`src/rtl/vp_pipe_pkg.sv`:
```
`default_nettype none
// ============================================================================
// Module      : vp_pipe_pkg
// Description : Shared widths and write-back control bundle for the vector
//               processor pipeline registers.
// Revision    : 1.0 - initial release
// ============================================================================
package vp_pipe_pkg;

  localparam int VP_DATA_W  = 32;
  localparam int VP_ADDR_W  = 3;
  localparam int VP_SDATA_W = 8;

  // Write-back control bundle carried from ID/EX down to MEM/WB
  typedef struct packed {
    logic sel_wb;
    logic reg_wrv;
    logic reg_wrs;
  } wb_ctrl_t;

  localparam int WB_CTRL_W = $bits(wb_ctrl_t);

endpackage : vp_pipe_pkg
`default_nettype wire

```
`src/rtl/pipe_skid_reg.sv`:
```
`default_nettype none
// ============================================================================
// Module      : pipe_skid_reg
// Description : Generic valid/ready pipeline register with a main (presented)
//               entry and a 1-entry skid buffer, plus synchronous flush.
//               in_ready depends only on registered state.
// Revision    : 1.0 - initial release
// ============================================================================
module pipe_skid_reg #(
  parameter int W = 8
) (
  input  logic         clk,
  input  logic         rst_n,
  input  logic         flush,
  input  logic         in_valid,
  output logic         in_ready,
  input  logic [W-1:0] in_data,
  output logic         out_valid,
  input  logic         out_ready,
  output logic [W-1:0] out_data
);

  logic         r_main_valid;
  logic [W-1:0] r_main_data;
  logic         r_skid_valid;
  logic [W-1:0] r_skid_data;

  logic w_accept;
  logic w_release;

  // Skid occupancy alone decides readiness, so out_ready never reaches in_ready
  assign in_ready  = ~r_skid_valid;
  assign out_valid = r_main_valid;
  assign out_data  = r_main_data;

  assign w_accept  = in_valid & ~r_skid_valid;
  assign w_release = r_main_valid & out_ready;

  // Main/skid entry update; flush wins over any accept or release
  always_ff @(posedge clk or negedge rst_n) begin
    if (!rst_n) begin
      r_main_valid <= 1'b0;
      r_main_data  <= '0;
      r_skid_valid <= 1'b0;
      r_skid_data  <= '0;
    end else if (flush) begin
      r_main_valid <= 1'b0;
      r_skid_valid <= 1'b0;
    end else if (!r_main_valid) begin
      if (w_accept) begin
        r_main_valid <= 1'b1;
        r_main_data  <= in_data;
      end
    end else if (w_release) begin
      if (r_skid_valid) begin
        r_main_data  <= r_skid_data;
        r_skid_valid <= 1'b0;
      end else if (w_accept) begin
        r_main_data  <= in_data;
      end else begin
        r_main_valid <= 1'b0;
      end
    end else if (w_accept) begin
      r_skid_valid <= 1'b1;
      r_skid_data  <= in_data;
    end
  end

endmodule : pipe_skid_reg
`default_nettype wire

```
`src/rtl/registro_mem_wb_hs.sv`:
```
`default_nettype none
// ============================================================================
// Module      : registro_mem_wb_hs
// Description : MEM/WB pipeline register with valid/ready handshake, skid
//               buffer, flush, write-enable masking for bubbles and optional
//               negedge presentation of the outputs.
// Revision    : 1.0 - initial release
// ============================================================================
module registro_mem_wb_hs
  import vp_pipe_pkg::*;
#(
  parameter int DATA_W  = VP_DATA_W,
  parameter int ADDR_W  = VP_ADDR_W,
  parameter int SDATA_W = VP_SDATA_W,
  parameter bit NEG_OUT = 1'b1
) (
  input  logic               clk,
  input  logic               rst_n,
  input  logic               flush,
  input  logic               in_valid,
  output logic               in_ready,
  input  logic               sel_wb_in,
  input  logic               reg_wrv_in,
  input  logic               reg_wrs_in,
  input  logic [DATA_W-1:0]  mem_in,
  input  logic [DATA_W-1:0]  data_in,
  input  logic [ADDR_W-1:0]  dir_dest_in,
  input  logic [SDATA_W-1:0] data_wrs_in,
  output logic               out_valid,
  input  logic               out_ready,
  output logic               sel_wb_out,
  output logic               reg_wrv_out,
  output logic               reg_wrs_out,
  output logic [DATA_W-1:0]  mem_out,
  output logic [DATA_W-1:0]  data_out,
  output logic [ADDR_W-1:0]  dir_dest_out,
  output logic [SDATA_W-1:0] data_wrs_out
);

  typedef struct packed {
    wb_ctrl_t           ctrl;
    logic [DATA_W-1:0]  mem;
    logic [DATA_W-1:0]  data;
    logic [ADDR_W-1:0]  dir;
    logic [SDATA_W-1:0] wrs_data;
  } payload_t;

  localparam int PAY_W = $bits(payload_t);

  payload_t w_in_pay;
  payload_t w_main_pay;
  payload_t w_pres_pay;
  logic     w_main_valid;
  logic     w_pres_valid;

  assign w_in_pay.ctrl.sel_wb  = sel_wb_in;
  assign w_in_pay.ctrl.reg_wrv = reg_wrv_in;
  assign w_in_pay.ctrl.reg_wrs = reg_wrs_in;
  assign w_in_pay.mem          = mem_in;
  assign w_in_pay.data         = data_in;
  assign w_in_pay.dir          = dir_dest_in;
  assign w_in_pay.wrs_data     = data_wrs_in;

  pipe_skid_reg #(
    .W (PAY_W)
  ) u_skid (
    .clk       (clk),
    .rst_n     (rst_n),
    .flush     (flush),
    .in_valid  (in_valid),
    .in_ready  (in_ready),
    .in_data   (w_in_pay),
    .out_valid (w_main_valid),
    .out_ready (out_ready),
    .out_data  (w_main_pay)
  );

  generate
    if (NEG_OUT) begin : g_neg_out
      logic     r_pres_valid;
      payload_t r_pres_pay;

      // Re-present main on the falling edge so write-back sees it half a cycle after capture
      always_ff @(negedge clk or negedge rst_n) begin
        if (!rst_n) begin
          r_pres_valid <= 1'b0;
          r_pres_pay   <= '0;
        end else begin
          r_pres_valid <= w_main_valid;
          r_pres_pay   <= w_main_pay;
        end
      end

      assign w_pres_valid = r_pres_valid;
      assign w_pres_pay   = r_pres_pay;
    end else begin : g_pos_out
      assign w_pres_valid = w_main_valid;
      assign w_pres_pay   = w_main_pay;
    end
  endgenerate

  // Bubbles must never write either register file
  assign out_valid    = w_pres_valid;
  assign sel_wb_out   = w_pres_pay.ctrl.sel_wb;
  assign reg_wrv_out  = w_pres_pay.ctrl.reg_wrv & w_pres_valid;
  assign reg_wrs_out  = w_pres_pay.ctrl.reg_wrs & w_pres_valid;
  assign mem_out      = w_pres_pay.mem;
  assign data_out     = w_pres_pay.data;
  assign dir_dest_out = w_pres_pay.dir;
  assign data_wrs_out = w_pres_pay.wrs_data;

endmodule : registro_mem_wb_hs
`default_nettype wire
```
`config.mk`:
```
export PLATFORM = sky130hd
export DESIGN_NAME = registro_mem_wb_hs
export DESIGN_NICKNAME = d
export VERILOG_FILES = /design/src/rtl/vp_pipe_pkg.sv /design/src/rtl/pipe_skid_reg.sv /design/src/rtl/registro_mem_wb_hs.sv
export SDC_FILE = /design/constraint.sdc
export NUM_CORES = 1
export LEC_CHECK = 0
export BUFFER_PORTS_ARGS = -buffer_cell sky130_fd_sc_hd__buf_4
export CORE_MARGIN = 4
export CORE_UTILIZATION = 59
export CTS_BUF_LIST = sky130_fd_sc_hd__clkbuf_16
export CTS_CLUSTER_DIAMETER = 40
export DETAILED_ROUTE_END_ITERATION = 10
export GPL_ROUTABILITY_DRIVEN = 1
export GPL_TIMING_DRIVEN = 0
export PLACE_DENSITY = 0.84
export REMOVE_ABC_BUFFERS = 1
export SYNTH_ARGS = -nofsm -noshare
export SYNTH_HDL_FRONTEND = slang
export SYNTH_SLANG_ARGS = --single-unit
```
`constraint.sdc`:
```
create_clock -name clk -period 4.3 [get_ports clk]
set_input_delay 0.86 -clock clk [delete_from_list [all_inputs] [get_ports clk]]
set_output_delay 0.86 -clock clk [all_outputs]
set_load 0.05 [all_outputs]
```
==> summary.txt, run 1 <==
Status
  – Status: complete, no violations

Detailed routing
  – Initial DRT Pass Iterations: 4
  – # DRC: 0
  – Final antenna-violating net count: 0
  – Drt via density: 6.000
  – Final WL: 18.76 mm
  – DR WL/cell: 20.96 um
  – Via count: 5370
  – Initial DRC count: 275

Critical path
  – Reg-to-reg startpoint: u_skid.out_valid
  – WS Path Type: reg -> out
  – WP data required: 3.44 ns
  – Critical Path Start Type: register
  – Worst setup EP type: output port
  – Register-to-Register Path Depth: 0
  – WP data arrival: 3.43 ns
  – CP Cell Sequence: and2_4, buf_8
  – Crit-path slowest cell: dfrtn_1
  – Critical path's top delay family: flip-flops
  – CP max stage delay: 0.45 ns
  – Max FO, Critical Path: 3
  – R2r endpoint: out_valid
  – CP Buf/Inv Count: 1
  – R2R Setup Slk: 1.37 ns

Layout
  – Final Instance Area: 10820 um2
  – Fill cell count: 885
  – Layout cell share with drive strength beyond 1: 0.4416
  – Most frequent cells in the layout: 159 x buf_4, 158 x dfrtp_1, 79 x dfrtn_1
  – Layout Area Growth over Synthesis: 21.54%
  – Most common cell after layout, fill and taps aside: buf_4
  – Nets: 772
  – Diodes inserted: 0

Die
  – I/O Pins: 163
  – Placeable Area: 14640 um2
  – Die extent in y: 130.8 um
  – Initial Util: 0.6077
  – Die area: 17110 um2
  – FP Rows: 44
  – Die Span X: 130.8 um

Timing
  – Final TNS setup: 0 ns
  – RSZ-0062 raised after global routing: true
  – Final Hold Fails: 0
  – Post-Route Skew: 0.01359 ns
  – Worst relative slew slack: 0.3460
  – Final setup margin: 0.005693 ns
  – Slew @ Worst Pin: 0.9787 ns
  – # setup viols final: 0
  – Slew Viols, Final: 0

Placed design
  – Hpwl dp: 11.49 mm
  – Routability cong.: 0.7454
  – IO Port Bufs: 162
  – DP Worst Slack: 0.1743 ns
  – Area after DPL: 9824 um2

Clock tree
  – Clock-pin slew on the worst setup and hold paths: 0.06 ns
  – Later-pin clock latency in the skew report: 0.53 ns
  – Clock root buffer master: clkbuf_16
  – H-tree depth: 1
  – Sinks on Clock Net: 237
  – CTS Buffer Depth: 3
  – CTS Buf Count: 29
  – Post-CTS Setup Bufs: 0
  – CTS tree: done

Global routing
  – Largest net degree at the start of global routing: 120
  – Initial antenna violation count: 0
  – Grt ovf: 0
  – Number of global-route vias before repair: 5887
  – Global-route wire length before repair: 30.28 mm
  – Gr usage total: 0.2211

Pwr
  – Peak supply drop: 443.5 uV
  – Static Leak: 4.866 nW
  – Pwr per Cell Area: 629.8 nW/um2

Synth
  – Cell variety after synth: 21
  – Share of the synthesized area in the top cell type: 0.4443
  – Dominant cell type by area after synthesis: dfrtp_1
  – Register bit total from synthesis: 237
  – Post-Syn Area: 8899 um2
  – Avg Cell Area, Syn: 14.78 um2
  – Gate Count Post-Synth: 602
  – Ys Warns: 0
  – Area contributors post-synth: dfrtp_1 44%, dfrtn_1 22%, mux2_2 9.9%, a2bb2oi_1 6.7%, buf_4 6.6%
  – Seq/Total Area, Yosys: 0.6665

Run
  – Max cap viols: 0

Min path
  – Hold WC Path Type: in -> async
-- worst max path at each step --
stage / slack (ns) / depth (start not counted) / to / from
floorplan: -0.11 / 3 / u_skid.out_data[0] / out_ready
global placement: -2.58 / 4 / u_skid.out_data[48] / out_ready
detailed placement: 0.17 / 2 / mem_out[10] / rst_n
CTS: -0.01 / 2 / reg_wrv_out / out_valid
global route: -0.02 / 2 / reg_wrs_out / out_valid
finish: 0.006 / 2 / reg_wrs_out / out_valid
-- flip-flops by register name, summed over array words and instances (netlist names) --
name,count
data_out,32
data_wrs_out,8
dir_dest_out,3
g_neg_out.r_pres_pay,2
mem_out,32
out_valid,1
sel_wb_out,1
u_skid.out_data,78
u_skid.out_valid,1
u_skid.r_skid_data,78
u_skid.r_skid_valid,1
-- final cells by class --
cell class,instances,area [um2],area share
clock buffers,29,725.7,0.06710
clock inverters,24,245.2,0.02267
inverters,2,7.507,0.0006941
multi-input cells,246,2242,0.2073
flip-flops and latches,237,5931,0.5484
well taps,184,230.2,0.02129
repair buffers,173,1434,0.1326
-- cell families after synthesis --
| group | share of synthesized area |
|---|---|
| simple gates | 0.003655 |
| buf+inv | 0.08647 |
| flops | 0.6665 |
| compound gates | 0.1447 |
| mux | 0.09871 |
-- what timing repair did --
item,in CTS,in global routing
setup endpoints to repair,2,2
hold buffers,0,0
resized for setup,4,2
-- synthesized netlist by cell type --
cell	n
nand2_1	1
buf_1	2
o22ai_1	78
a2bb2oi_1	68
a21oi_1	3
inv_1	2
buf_4	78
a2bb2oi_2	10
dfrtn_1	79
buf_6	1
clkbuf_1	18
nor3_1	1
dfrtp_1	158
a221oi_4	1
buf_2	18
a211oi_1	1
nand2b_1	1
o21ai_0	1
mux2_2	78
and2_1	2
nand3_1	1
-- metrics by stage --
stage / hold slack, ns / utilization / instances / power [W]
after global placement: 0.4875 / 0.6544 / 831 / 0.004353
after detailed placement: 0.4945 / 0.6709 / 842 / 0.004434
final: 0.3932 / 0.7386 / 895 / 0.006811
after CTS: 0.4334 / 0.7381 / 895 / 0.006853
after floorplan: 0.4806 / - / 485 / 0.003902
after global routing: 0.4736 / 0.7386 / 895 / 0.007076
-- per-layer routing --
layer	GRT usage	share of wire	wire length, um
met2	0.3870	0.52	9685
met5	0	0	0
met3	0.05976	0.074	1393
met4	0.06231	0.020	369
met1	0.2721	0.39	7313
-- where the power goes --
part           internal, W  switching [W]  total (W)
Combinational     0.000581       0.000837    0.00142
Clock              0.00148       0.000922    0.00240
Sequential         0.00274       0.000255    0.00299
Total              0.00480        0.00201    0.00681
Power figures use the tool's default switching activity.
==> run 2, diff against run 1 <==
CORE_UTILIZATION = 45   (was 59)
PLACE_DENSITY = 0.67   (was 0.84)
SETUP_SLACK_MARGIN = 0.2   (was default)
==> summary.txt, run 2 (synthesis results as in run 1) <==
Status
  – Status: complete, no violations

Global routing
  – Largest net degree at the start of global routing: 133 (+11%)
  – Grt ovf: 0 (unchanged)
  – Initial antenna violation count: 0 (unchanged)
  – Gr usage total: 0.1710 (-0.05009)
  – Global-route wire length before repair: 30.78 mm (+1.7%)
  – Number of global-route vias before repair: 5858 (-0.49%)

Clock tree
  – CTS Buffer Depth: 3 (unchanged)
  – CTS tree: done
  – Clock-pin slew on the worst setup and hold paths: 0.06 ns (about the same)
  – Sinks on Clock Net: 237 (unchanged)
  – H-tree depth: 1 (unchanged)
  – CTS Buf Count: 30 (+3.4%)
  – Later-pin clock latency in the skew report: 0.53 ns (about the same)
  – Clock root buffer master: clkbuf_16

Timing
  – Final Hold Fails: 0 (unchanged)
  – Post-Route Skew: 0.01114 ns (-0.002449 ns)
  – # setup viols final: 0 (unchanged)
  – RSZ-0062 raised after global routing: true
  – Slew Viols, Final: 0 (unchanged)
  – Final TNS setup: 0 ns (unchanged)
  – Slew @ Worst Pin: 1.073 ns (+0.09402 ns)
  – Worst relative slew slack: 0.2848 (-0.06122)

Detailed routing
  – # DRC: 0 (unchanged)
  – Initial DRT Pass Iterations: 4 (unchanged)
  – DR WL/cell: 19.26 um (-8.1%)
  – Final antenna-violating net count: 0 (unchanged)
  – Drt via density: 5.363 (-11%)
  – Initial DRC count: 185 (-33%)
  – Final WL: 18.84 mm (+0.41%)
  – Via count: 5245 (-2.3%)

Critical path
  – CP startpoint: out_valid
  – Max FO, Critical Path: 3 (unchanged)
  – Reg-to-reg startpoint: u_skid.out_valid
  – WP data required: 3.44 ns (about the same)
  – Critical path's top delay family: flip-flops
  – WP data arrival: 3.40 ns (-0.03 ns)
  – WS Path Type: reg -> out
  – Worst setup EP type: output port
  – Crit-path slowest cell: dfrtn_1
  – CP max stage delay: 0.43 ns (-0.02 ns)
  – CP Cell Sequence: and2_4, buf_8
  – CP Buf/Inv Count: 1 (unchanged)
  – Critical Path Start Type: register

Placed design
  – Area after DPL: 9951 um2 (+1.3%)
  – Hpwl dp: 11.63 mm (+1.2%)
  – IO Port Bufs: 162 (unchanged)
  – Placed Cells: 922 (+9.5%)
  – Routability cong.: 0.7342 (-1.5%)

Die
  – Die Span X: 148.6 um (+14%)
  – I/O Pins: 163 (unchanged)
  – Die area: 22090 um2 (+29%)
  – Die extent in y: 148.6 um (+14%)
  – Placeable Area: 19460 um2 (+33%)
  – FP Rows: 51 (+16%)
  – Initial Util: 0.4572 (-0.1504)

Layout
  – Core Util, Final: 0.5778 (-0.1608)
  – Most frequent cells in the layout: 158 x dfrtp_1, 83 x buf_4, 79 x dfrtn_1
  – Layout cell share with drive strength beyond 1: 0.4362 (-0.005446)
  – Fin cells: 978 (+9.3%)
  – Layout Area Growth over Synthesis: 26.36%
  – Final Instance Area: 11240 um2 (+4.0%)
  – Most common cell after layout, fill and taps aside: dfrtp_1
  – Nets: 773 (+0.13%)
  – Diodes inserted: 0 (unchanged)

Pwr
  – Peak supply drop: 343.3 uV (-23%)
  – Pwr per Cell Area: 614.2 nW/um2 (-2.5%)
  – Static Leak: 5.012 nW (+3.0%)

Min path
  – Hold WC Path Type: in -> async

Run
  – Max cap viols: 0 (unchanged)
==> run 2: cell count changes in the layout (fill, tap and decap cells not counted) <==
cell	before	now
buf_12	5	4
buf_16	1	4
buf_4	159	83
buf_6	2	76
bufinv_16	4	3
clkbuf_16	29	31
clkinv_1	3	5
clkinv_2	3	4
clkinvlp_4	5	1
inv_1	6	9
inv_8	1	0
==> run 2: cell type report <==
class                      count  area (um2)
clock buffer                  31       775.7
timing repair buffer         173        1759
multi-input combinational    246        2242
tap                          265       331.6
sequential                   237        5931
fill                        1527        8218
inverter                       2       7.507
clock inverter                24       197.7
==> run 2: metal layers <==
| layer | GRT usage | up-vias | share of wire |
|---|---|---|---|
| li1 | - | 2330 | - |
| met1 | 0.2164 | 2719 | 0.41 |
| met2 | 0.2917 | 161 | 0.50 |
| met3 | 0.04692 | 35 | 0.071 |
| met4 | 0.04665 | 0 | 0.021 |
| met5 | 0 | - | 0 |
==> run 2: what timing repair did <==
item | in CTS | in global routing
buffers inserted | 1 | 0
pin swaps | 0 | 0
setup endpoints to repair | 79 | 79
resized for setup | 84 | 0
hold endpoints to repair | 0 | 0
hold buffers | 0 | 0
==> run 2: worst paths after layout <==
kind                            slack [ns]  cells past startpoint                     end
worst min register to register        0.51                      1  u_skid.r_skid_data[40]
worst max register to register        1.38                      0               out_valid
worst max-delay path                  0.04                      2             reg_wrs_out
max in group asynchronous             0.81                      2         data_wrs_out[7]
min in group clk                      0.51                      1  u_skid.r_skid_data[40]
worst min-delay path                  0.33                      1  u_skid.r_skid_data[44]
==> run 2: per-stage QoR <==
| stage | worst slack, ns | hold WS [ns] | power, W |
|---|---|---|---|
| after floorplan | -0.1144 | 0.4806 | 0.003902 |
| after global placement | -2.796 | 0.4872 | 0.004364 |
| after detailed placement | 0.1651 | 0.4946 | 0.004433 |
| after CTS | 0.01513 | 0.3899 | 0.006983 |
| after global routing | 0.004441 | 0.4012 | 0.007204 |
| final | 0.04381 | 0.3315 | 0.006907 |
==> run 2: report_power, final <==
part | internal [W] | switching (W) | total, W
sequential | 0.00274 | 0.000269 | 0.00301
combinational | 0.000674 | 0.000833 | 0.00151
clock | 0.00148 | 0.000911 | 0.00239
total | 0.00489 | 0.00201 | 0.00691
==> run 3, diff against run 2 <==
CORE_UTILIZATION = 50   (was 45)
CTS_BUF_LIST = default   (was sky130_fd_sc_hd__clkbuf_16)
PLACE_DENSITY = 0.73   (was 0.67)
==> summary.txt, run 3 (synthesis results as in run 1) <==
Timing
  – Post-Route Skew: 0.01040 ns (-0.0007465 ns)
  – RSZ-0062 raised after global routing: true
  – Final Hold Fails: 0 (unchanged)
  – # setup viols final: 0 (unchanged)
  – Slew @ Worst Pin: 1.048 ns (-0.02456 ns)
  – Worst relative slew slack: 0.3012 (+0.01638)
  – Slew Viols, Final: 0 (unchanged)

Critical path
  – Max FO, Critical Path: 3 (unchanged)
  – CP max stage delay: 0.43 ns (about the same)
  – Worst setup EP type: output port
  – R2R Setup Slk: 1.37 ns (about the same)
  – WS Path Type: reg -> out
  – Crit-path slowest cell: dfrtn_1
  – WP data required: 3.44 ns (about the same)
  – WP data arrival: 3.41 ns (about the same)
  – Critical Path Start Type: register
  – CP Cell Sequence: and2_4, buf_8
  – Register-to-Register Path Depth: 0 (unchanged)

Layout
  – Most common cell after layout, fill and taps aside: dfrtp_1
  – Nets: 771 (-0.26%)
  – Final Instance Area: 11120 um2 (-1.1%)
  – Diodes inserted: 0 (unchanged)
  – Core Util, Final: 0.6409 (+0.06310)
  – Area of the multi-input gates: 2242 um2 (unchanged)
  – Layout cell share with drive strength beyond 1: 0.4451 (+0.008885)
  – FF+latch area: 5931 um2 (unchanged)
  – Layout Area Growth over Synthesis: 25.00%
  – Most frequent cells in the layout: 158 x dfrtp_1, 83 x buf_4, 79 x dfrtn_1
  – Fill cell count: 1239 (-19%)

Pwr
  – Pwr per Cell Area: 610.5 nW/um2 (-0.60%)
  – Peak supply drop: 442.7 uV (+29%)
  – Static Leak: 4.939 nW (-1.5%)

Die
  – Die area: 20000 um2 (-9.5%)
  – I/O Pins: 163 (unchanged)
  – FP Rows: 48 (-5.9%)
  – Placeable Area: 17360 um2 (-11%)
  – Initial Util: 0.5127 (+0.05547)
  – Die extent in y: 141.4 um (-4.9%)
  – Die Span X: 141.4 um (-4.9%)

Detailed routing
  – Initial DRT Pass Iterations: 4 (unchanged)
  – # DRC: 0 (unchanged)
  – Drt via density: 5.585 (+4.1%)
  – Via count: 5222 (-0.44%)
  – DR WL/cell: 20.07 um (+4.2%)
  – Final WL: 18.77 mm (-0.39%)
  – Final antenna-violating net count: 0 (unchanged)
  – Initial DRC count: 186 (+0.54%)

Global routing
  – Grt ovf: 0 (unchanged)
  – Initial antenna violation count: 0 (unchanged)
  – Gr usage total: 0.1877 (+0.01670)
  – Number of global-route vias before repair: 5850 (-0.14%)
  – Largest net degree at the start of global routing: 132 (-0.75%)
  – Global-route wire length before repair: 30.75 mm (-0.11%)

Placed design
  – Hpwl dp: 11.31 mm (-2.8%)
  – Routability cong.: 0.7380 (+0.52%)
  – IO Port Bufs: 162 (unchanged)
  – Area after DPL: 9881 um2 (-0.70%)

Status
  – Status: complete, no violations

Clock tree
  – # hold bufs at CTS: 0 (unchanged)
  – CTS Buffer Depth: 3 (unchanged)
  – Sinks on Clock Net: 237 (unchanged)
  – CTS tree: done
  – Later-pin clock latency in the skew report: 0.52 ns (about the same)
  – Clock root buffer master: clkbuf_16
  – H-tree depth: 1 (unchanged)
  – Clock-pin slew on the worst setup and hold paths: 0.06 ns (about the same)
  – CTS Buf Count: 28 (-6.7%)

Min path
  – Hold WC Path Type: in -> async

Run
  – Max cap viols: 0 (unchanged)
run 3: changes by cell type in the layout (fill, tap and decap cells not counted), moves of 2 or more:
cell / previous run / this run
clkinv_4: 1 / 3
clkinv_1: 5 / 0
inv_1: 9 / 2
inv_6: 3 / 6
clkinv_2: 4 / 2
clkbuf_1: 0 / 4
buf_16: 4 / 2
bufinv_16: 3 / 1
clkbuf_16: 31 / 29
clkinvlp_4: 1 / 5
run 3: metal layers:
| layer | vias to the layer above | part of all wire | track usage |
|---|---|---|---|
| met5 | - | 0 | 0 |
| met4 | 0 | 0.024 | 0.05202 |
| met2 | 175 | 0.50 | 0.3180 |
| li1 | 2326 | - | - |
| met1 | 2682 | 0.40 | 0.2383 |
| met3 | 39 | 0.074 | 0.05393 |
run 3: worst max-delay path, delay by kind of cell (launching register included):
kind | cells | cell delay, ns
buf+inv | 1 | 0.14
flops | 1 | 0.43
simple gates | 1 | 0.16
run 3: area by class of cell:
| cell class | count | area share |
|---|---|---|
| flip-flops and latches | 237 | 0.5332 |
| clock inverters | 18 | 0.01507 |
| inverters | 2 | 0.0006749 |
| clock buffers | 34 | 0.06783 |
| multi-input cells | 246 | 0.2016 |
| well taps | 225 | 0.02531 |
| repair buffers | 173 | 0.1564 |
run 3: stage by stage:
step | hold WS, ns | worst slack, ns | power [W] | TNS, ns | instances
floorplan | 0.4806 | -0.1144 | 0.003902 | -8.034 | 485
finish | 0.3623 | 0.03419 | 0.006791 | 0 | 935
detailed placement | 0.4948 | 0.1665 | 0.004431 | 0 | 882
CTS | 0.3951 | 0.02359 | 0.006863 | 0 | 935
global placement | 0.4874 | -2.692 | 0.004360 | -392.92 | 872
global route | 0.4194 | 0.003664 | 0.007078 | 0 | 935
run 3: what timing repair did:
item	4_1_cts	5_1_grt
buffers inserted	1	0
endpoints found under the setup margin	79	79
gates resized for setup	84	0
run 3: power breakdown:
part	total, W	switching [W]	internal (W)
registers	0.00301	0.000273	0.00274
logic	0.00150	0.000831	0.000671
clock network	0.00228	0.000938	0.00134
run 3: worst paths after layout:
check / to / from
worst max-delay path: reg_wrs_out / out_valid
worst min-delay path: u_skid.out_data[27] / rst_n
worst max register to register: out_valid / u_skid.out_valid
worst min register to register: u_skid.r_skid_data[43] / u_skid.r_skid_data[43]
max in group asynchronous: mem_out[27] / rst_n
min in group clk: u_skid.r_skid_data[43] / u_skid.r_skid_data[43]
